### config.mk
export PLATFORM = sky130hd
export DESIGN_NAME = bus_arb_mux_flat
export DESIGN_NICKNAME = d
export VERILOG_FILES = /design/src/rtl/cpu_bus_pkg.sv /design/src/rtl/bus_arb_mux_if.sv /design/src/rtl/bus_arb_pick.sv /design/src/rtl/bus_arb_mux.sv /design/src/flat_wrapper.sv
export SDC_FILE = /design/constraint.sdc
export NUM_CORES = 1
export LEC_CHECK = 0
export CAP_MARGIN = 10
export CORE_AREA = 4 4 328 330
export CTS_BUF_LIST = sky130_fd_sc_hd__clkbuf_8
export DETAILED_ROUTE_END_ITERATION = 12
export DIE_AREA = 0 0 332 334
export HOLD_SLACK_MARGIN = 0.05
export PLACE_DENSITY = 0.42
export SLEW_MARGIN = 20
export SYNTH_ARGS = -nofsm -noshare
export SYNTH_HDL_FRONTEND = slang
export SYNTH_SLANG_ARGS = --single-unit
### constraint.sdc
create_clock -name clock -period 1.4 [get_ports clock]
set_clock_uncertainty 0.1 [all_clocks]
set_input_delay 0.21 -clock clock [delete_from_list [all_inputs] [get_ports clock]]
set_output_delay 0.21 -clock clock [all_outputs]
set_load 0.03 [all_outputs]
### src/rtl/cpu_bus_pkg.sv
// rtl/cpu_bus_pkg.sv - shared CPU bus source indices, default sizes and popcount helper
package cpu_bus_pkg;

  localparam int DEF_N_SRC = 24;
  localparam int DEF_WIDTH = 32;

  localparam int SRC_R0     = 0;
  localparam int SRC_R1     = 1;
  localparam int SRC_R2     = 2;
  localparam int SRC_R3     = 3;
  localparam int SRC_R4     = 4;
  localparam int SRC_R5     = 5;
  localparam int SRC_R6     = 6;
  localparam int SRC_R7     = 7;
  localparam int SRC_R8     = 8;
  localparam int SRC_R9     = 9;
  localparam int SRC_R10    = 10;
  localparam int SRC_R11    = 11;
  localparam int SRC_R12    = 12;
  localparam int SRC_R13    = 13;
  localparam int SRC_R14    = 14;
  localparam int SRC_R15    = 15;
  localparam int SRC_MDR    = 16;
  localparam int SRC_HI     = 17;
  localparam int SRC_LO     = 18;
  localparam int SRC_ZHI    = 19;
  localparam int SRC_ZLO    = 20;
  localparam int SRC_PC     = 21;
  localparam int SRC_INPORT = 22;
  localparam int SRC_C      = 23;

  // Clearing the lowest set bit leaves something only if two or more bits were set.
  function automatic logic popcount_gt1(input logic [63:0] v);
    return (v & (v - 64'd1)) != 64'd0;
  endfunction

endpackage

### src/rtl/bus_arb_mux_if.sv
// rtl/bus_arb_mux_if.sv - source/bus signal bundle for bus_arb_mux
interface bus_arb_mux_if #(
  parameter int N_SRC = cpu_bus_pkg::DEF_N_SRC,
  parameter int WIDTH = cpu_bus_pkg::DEF_WIDTH
) ();
  localparam int SRC_W = $clog2(N_SRC);

  logic [N_SRC-1:0]       src_en;
  logic [N_SRC*WIDTH-1:0] src_data;
  logic                   clr_err;
  logic [WIDTH-1:0]       bus_out;
  logic                   bus_valid;
  logic [SRC_W-1:0]       bus_src;
  logic [N_SRC-1:0]       grant;
  logic                   collision;
  logic                   err_sticky;

  modport master (
    output src_en, src_data, clr_err,
    input  bus_out, bus_valid, bus_src, grant, collision, err_sticky
  );

  modport slave (
    input  src_en, src_data, clr_err,
    output bus_out, bus_valid, bus_src, grant, collision, err_sticky
  );
endinterface

### src/rtl/bus_arb_pick.sv
// rtl/bus_arb_pick.sv - combinational winner select; round-robin when BUS_RR_ARB_EN is defined
module bus_arb_pick #(
  parameter int N_SRC = cpu_bus_pkg::DEF_N_SRC,
  parameter int SRC_W = $clog2(N_SRC)
) (
  input  logic [N_SRC-1:0] src_en,
  input  logic [SRC_W-1:0] rr_ptr,
  output logic [SRC_W-1:0] win_idx,
  output logic             any_en
);

  assign any_en = |src_en;

`ifdef BUS_RR_ARB_EN
  // Walk from rr_ptr upward, wrapping at N_SRC; the first enabled source wins.
  always_comb begin
    logic             found;
    logic [SRC_W:0]   j;
    found   = 1'b0;
    win_idx = '0;
    j       = '0;
    for (int k = 0; k < N_SRC; k++) begin
      j = {1'b0, rr_ptr} + (SRC_W+1)'(k);
      if (j >= (SRC_W+1)'(N_SRC)) j = j - (SRC_W+1)'(N_SRC);
      if (!found && src_en[j[SRC_W-1:0]]) begin
        win_idx = j[SRC_W-1:0];
        found   = 1'b1;
      end
    end
  end
`else
  logic unused_rr;
  assign unused_rr = ^rr_ptr;

  // Later sources override earlier ones, so the highest enabled index wins.
  always_comb begin
    win_idx = '0;
    for (int i = 0; i < N_SRC; i++) begin
      if (src_en[i]) win_idx = SRC_W'(i);
    end
  end
`endif

endmodule

### src/rtl/bus_arb_mux.sv
// rtl/bus_arb_mux.sv - registered single-winner bus mux with collision report; BUS_RR_ARB_EN selects round-robin
module bus_arb_mux #(
  parameter int N_SRC = cpu_bus_pkg::DEF_N_SRC,
  parameter int WIDTH = cpu_bus_pkg::DEF_WIDTH
) (
  input  logic          clock,
  input  logic          clear_n,
  bus_arb_mux_if.slave  bus
);
  import cpu_bus_pkg::*;

  localparam int SRC_W = $clog2(N_SRC);

  logic [SRC_W-1:0] win_idx;
  logic [SRC_W-1:0] rr_ptr;
  logic             any_en;
  logic [WIDTH-1:0] win_data;
  logic             multi_en;

  bus_arb_pick #(.N_SRC(N_SRC), .SRC_W(SRC_W)) u_pick (
    .src_en  (bus.src_en),
    .rr_ptr  (rr_ptr),
    .win_idx (win_idx),
    .any_en  (any_en)
  );

`ifdef BUS_RR_ARB_EN
  always_ff @(posedge clock or negedge clear_n) begin
    if (!clear_n) begin
      rr_ptr <= '0;
    end else if (any_en) begin
      rr_ptr <= (win_idx == SRC_W'(N_SRC - 1)) ? '0 : win_idx + 1'b1;
    end
  end
`else
  assign rr_ptr = '0;
`endif

  assign win_data = bus.src_data[int'(win_idx)*WIDTH +: WIDTH];
  assign multi_en = popcount_gt1(64'(bus.src_en));

  // Data and index hold while idle; only valid and grant drop.
  always_ff @(posedge clock or negedge clear_n) begin
    if (!clear_n) begin
      bus.bus_out    <= '0;
      bus.bus_valid  <= 1'b0;
      bus.bus_src    <= '0;
      bus.grant      <= '0;
      bus.collision  <= 1'b0;
      bus.err_sticky <= 1'b0;
    end else begin
      bus.collision <= multi_en;
      if (multi_en)         bus.err_sticky <= 1'b1;
      else if (bus.clr_err) bus.err_sticky <= 1'b0;
      if (any_en) begin
        bus.bus_out   <= win_data;
        bus.bus_valid <= 1'b1;
        bus.bus_src   <= win_idx;
        bus.grant     <= N_SRC'(1) << win_idx;
      end else begin
        bus.bus_valid <= 1'b0;
        bus.grant     <= '0;
      end
    end
  end

endmodule

### src/flat_wrapper.sv
// flat-port wrapper written by rule: the top's interface ports become plain ports
module bus_arb_mux_flat import cpu_bus_pkg::*;
#(
  parameter int N_SRC = cpu_bus_pkg::DEF_N_SRC,
  parameter int WIDTH = cpu_bus_pkg::DEF_WIDTH
)
  (clock, clear_n, bus_src_en, bus_src_data, bus_clr_err, bus_bus_out, bus_bus_valid, bus_bus_src, bus_grant, bus_collision, bus_err_sticky);
  bus_arb_mux_if #(.N_SRC(N_SRC), .WIDTH(WIDTH)) bus_i ();
  input  logic clock;
  input  logic clear_n;
  input wire logic [$bits(bus_i.src_en)-1:0] bus_src_en;
  input wire logic [$bits(bus_i.src_data)-1:0] bus_src_data;
  input wire logic [$bits(bus_i.clr_err)-1:0] bus_clr_err;
  output wire logic [$bits(bus_i.bus_out)-1:0] bus_bus_out;
  output wire logic [$bits(bus_i.bus_valid)-1:0] bus_bus_valid;
  output wire logic [$bits(bus_i.bus_src)-1:0] bus_bus_src;
  output wire logic [$bits(bus_i.grant)-1:0] bus_grant;
  output wire logic [$bits(bus_i.collision)-1:0] bus_collision;
  output wire logic [$bits(bus_i.err_sticky)-1:0] bus_err_sticky;
  assign bus_i.src_en = bus_src_en;
  assign bus_i.src_data = bus_src_data;
  assign bus_i.clr_err = bus_clr_err;
  assign bus_bus_out = bus_i.bus_out;
  assign bus_bus_valid = bus_i.bus_valid;
  assign bus_bus_src = bus_i.bus_src;
  assign bus_grant = bus_i.grant;
  assign bus_collision = bus_i.collision;
  assign bus_err_sticky = bus_i.err_sticky;
  bus_arb_mux #(.N_SRC(N_SRC), .WIDTH(WIDTH)) u_core (.clock(clock), .clear_n(clear_n), .bus(bus_i));
endmodule
==> out/metrics.cfg <==
[logic_synthesis]
ys_warn_count = 0
syn-instance-count = 1335
synth_area_leaders = dfrtp_1 17%, nand2_1 13%, mux2_2 11%
yosys.cell_types.count = 66
netlist_area_um2 = 9270
ys_dominant_reg_cell = dfrtp_1
syn_area_per_cell_um2 = 6.95
ys_seq_elements = 64
synth_edf_count = 0
synth_top_area_share_pct = 17.3
synthArstFlopShare_pct = 100
synth_top_cell_by_area = dfrtp_1
syn_nets = 2130
seq_area_frac_synth_pct = 17.3

[min_path]
hold_class = primary input to flip-flop

[status]
violations = negative setup slack
outcome = finished with violations

[grt]
grt_max_degree = 38
antenna_found_initial = 19
first_global_vias = 16700
grt_pass1_wl_um = 142000
grt-ovfl-total = 0
track_usage_pct = 18.5

[layout]
drive_gt1_share_pct = 36.9
area_growth_pct = 189
nNetsFinal = 3324
final_core_utilization_pct = 25.6
stdcell_area_um2 = 26800

[power]
p_per_area_nw_per_um2 = 484
intPower_mw = 7.81
clkPwrFrac_pct = 16.0
swShare_pct = 39.9
switching_power_mw = 5.17
seqPwrFrac_pct = 16.9
power_mw = 13.0
vdd_drop_max_mv = 0.361
power_frac_comb_pct = 67.2
p_leak_nw = 10.3

[timing]
fin_ws_ps = -1040
rsz0062_at_grt = yes
worst_pin_slew_ps = 688
final_hold_viol_count = 0
fmax_mhz = 410
finalCritPeriodShare_pct = 174
finalSetupViolCount = 84
finalCriticalPeriod_ps = 2440
relSlewSlack_pct = 53.9
finalMaxSlewViolations = 0
final.setup.tns_ps = -39950

[run]
cap_viol_max_count = 0

[clock_network]
clock_latency_ps = 420
cts_tree = yes
clock-root-buffer = clkbuf_8
clk_pin_slew_ps = 100
clockBufferDepth = 2
htree_levels = 3
clock-sinks = 64
cts-buffers-inserted = 9

[placement]
dp_slack_ps = -2820
io_buffers = 858
placed_area_um2 = 22600
place_congestion = 0.905
dp.final_hpwl_um = 89300

[routing]
drc = 0
via_per_inst = 4.06
ant_nets = 0
firstDrtPassIters = 5
dr.first_iter.drc_count = 1051
wl_per_cell_um = 27.9
vias = 16000
wirelength_um = 109000

[floorplanning]
die_area_um2 = 111000
die_h_um = 334
fp.dieW_um = 332
start_util_pct = 8.85
ios = 859
rows = 119
core_um2 = 105000

[setup_path]
path_class = primary input to flip-flop
endpoint_kind = flip-flop
crit_required_ps = 1480
critPathLaunchType = primary input
crit_arrival_ps = 2520
crit_fanout = 7

==> through the flow <==
stage          hold WS [ps]  instances
2_1_floorplan          -186       1335
3_3_place_gp           71.1       3788
3_5_place_dp           70.7       3788
4_1_cts                51.1       3895
5_1_grt                99.6       3928
6_report                119       3930
==> cell usage in the layout (no fill, tap or decap), types with 11 or more instances in the layout <==
master / instances
a21oi_1: 28
a21oi_2: 15
a221oi_1: 22
a31oi_1: 29
a31oi_2: 13
and3_1: 25
buf_12: 115
buf_16: 17
buf_2: 20
buf_4: 232
buf_6: 117
buf_8: 24
clkdlybuf4s50_1: 769
dfrtp_1: 47
dfrtp_2: 17
mux2_2: 71
mux2_4: 20
mux2i_1: 57
mux2i_4: 12
nand2_1: 293
nand2_2: 17
nand3_1: 131
nand3_2: 22
nor2_1: 44
nor2_2: 11
nor2_4: 14
nor3_1: 16
nor3_2: 13
nor3_4: 12
o2111ai_2: 16
o211ai_1: 27
o21ai_0: 22
o22ai_1: 17
o22ai_2: 13
==> worst max-delay path, stage by stage <==
cell	delay (ps)
buf_6	90
nand2b_4	130
a221oi_4	340
o2111ai_4	220
and2_4	260
buf_12	160
buf_12	120
nand2_8	60
nand3_4	80
a31oi_4	400
o211ai_1	400
==> cells in the mapped netlist (all sizes together), types with 3 or more instances <==
library cell / count
o22ai: 34
buf: 71
nor4: 8
inv: 10
or3: 7
a2111oi: 3
o2111ai: 26
nor2: 69
nor3: 41
a32oi: 8
mux2i: 78
nand3: 163
maj3: 3
clkbuf: 52
o21a: 8
a32o: 4
o211ai: 27
nor2b: 5
a211oi: 6
a31oi: 51
a221oi: 27
o31ai: 3
dfrtp: 64
a22oi: 10
o21ai: 36
mux2: 91
o22a: 3
and4: 3
a21oi: 47
nand2: 322
a22o: 3
and3: 26
==> logic make-up (layout without fill, tap and decap cells) <==
family                   after synthesis  in the layout  share of synthesized area, %
AND/OR/NAND/NOR                      655            655                          31.9
AO/OA/AOI/OAI                        311            311                          23.4
multiplexers                         169            169                          19.5
buffers and inverters                133           1332                          7.64
flip-flops                            64             64                          17.3
adder cells (fa/ha/maj)                3              3                         0.324
other                                  0              5                             0
==> layout make-up <==
| class | count | area [um2] |
|---|---|---|
| Clock inverter | 6 | 67.6 |
| Sequential cell | 64 | 1620 |
| Timing Repair Buffer | 1306 | 14200 |
| Inverter | 10 | 42.5 |
| Tap cell | 1391 | 1740 |
| Antenna cell | 5 | 12.5 |
| Fill cell | 11500 | 78000 |
| Clock buffer | 10 | 138 |
| Multi-Input combinational cell | 1138 | 9020 |
==> power by group through the flow <==
stage	logic (mW)	clock network [mW]	registers, mW
floorplan	1.98	0	2.27
global route	9.15	2.28	2.19
detailed placement	7.07	0	2.19
CTS	8.41	2.28	2.18
global placement	7.08	0	2.19
finish	8.72	2.07	2.19
==> repair_timing <==
item | CTS | global route
endpoints found under the hold margin | 64 | 0
setup buffers | 95 | 49
gates cloned | 14 | 4
setup endpoints to repair | 103 | 88
resized for setup | 569 | 164
hold buffers | 1 | 0
pin swaps | 117 | 80
==> layer usage <==
layer | part of all wire [%] | vias to the layer above | global-route usage [%]
met5 | 0.034 | - | 0
met4 | 1.9 | 6 | 3.50
met3 | 7.1 | 76 | 4.21
met2 | 46 | 760 | 30.4
met1 | 45 | 7765 | 25.0
li1 | - | 7367 | -
==> final timing paths <==
| check | slack, ps | cells past startpoint | to | from |
|---|---|---|---|---|
| setup / recovery | -1040 | 11 | u_core.bus.bus_out[0] | bus_src_en[2] |
| hold / removal | 120 | 4 | u_core.bus.collision | bus_src_en[17] |
| setup reg to reg | -570 | 4 | u_core.bus.bus_out[0] | u_core.bus.bus_out[0] |
| hold reg to reg | 460 | 2 | u_core.bus.bus_src[3] | u_core.bus.bus_src[3] |
| max in group asynchronous | 440 | 3 | u_core.bus.bus_out[27] | clear_n |
| min in group asynchronous | 170 | 2 | u_core.bus.grant[21] | clear_n |
==> registers in the layout, indices dropped and copies added (netlist names) <==
register / flops
u_core.bus.err_sticky: 1
u_core.bus.collision: 1
u_core.bus.bus_src: 5
u_core.bus.bus_out: 32
u_core.bus.grant: 24
u_core.bus.bus_valid: 1
Note: power is estimated with default switching activity, not from simulation.
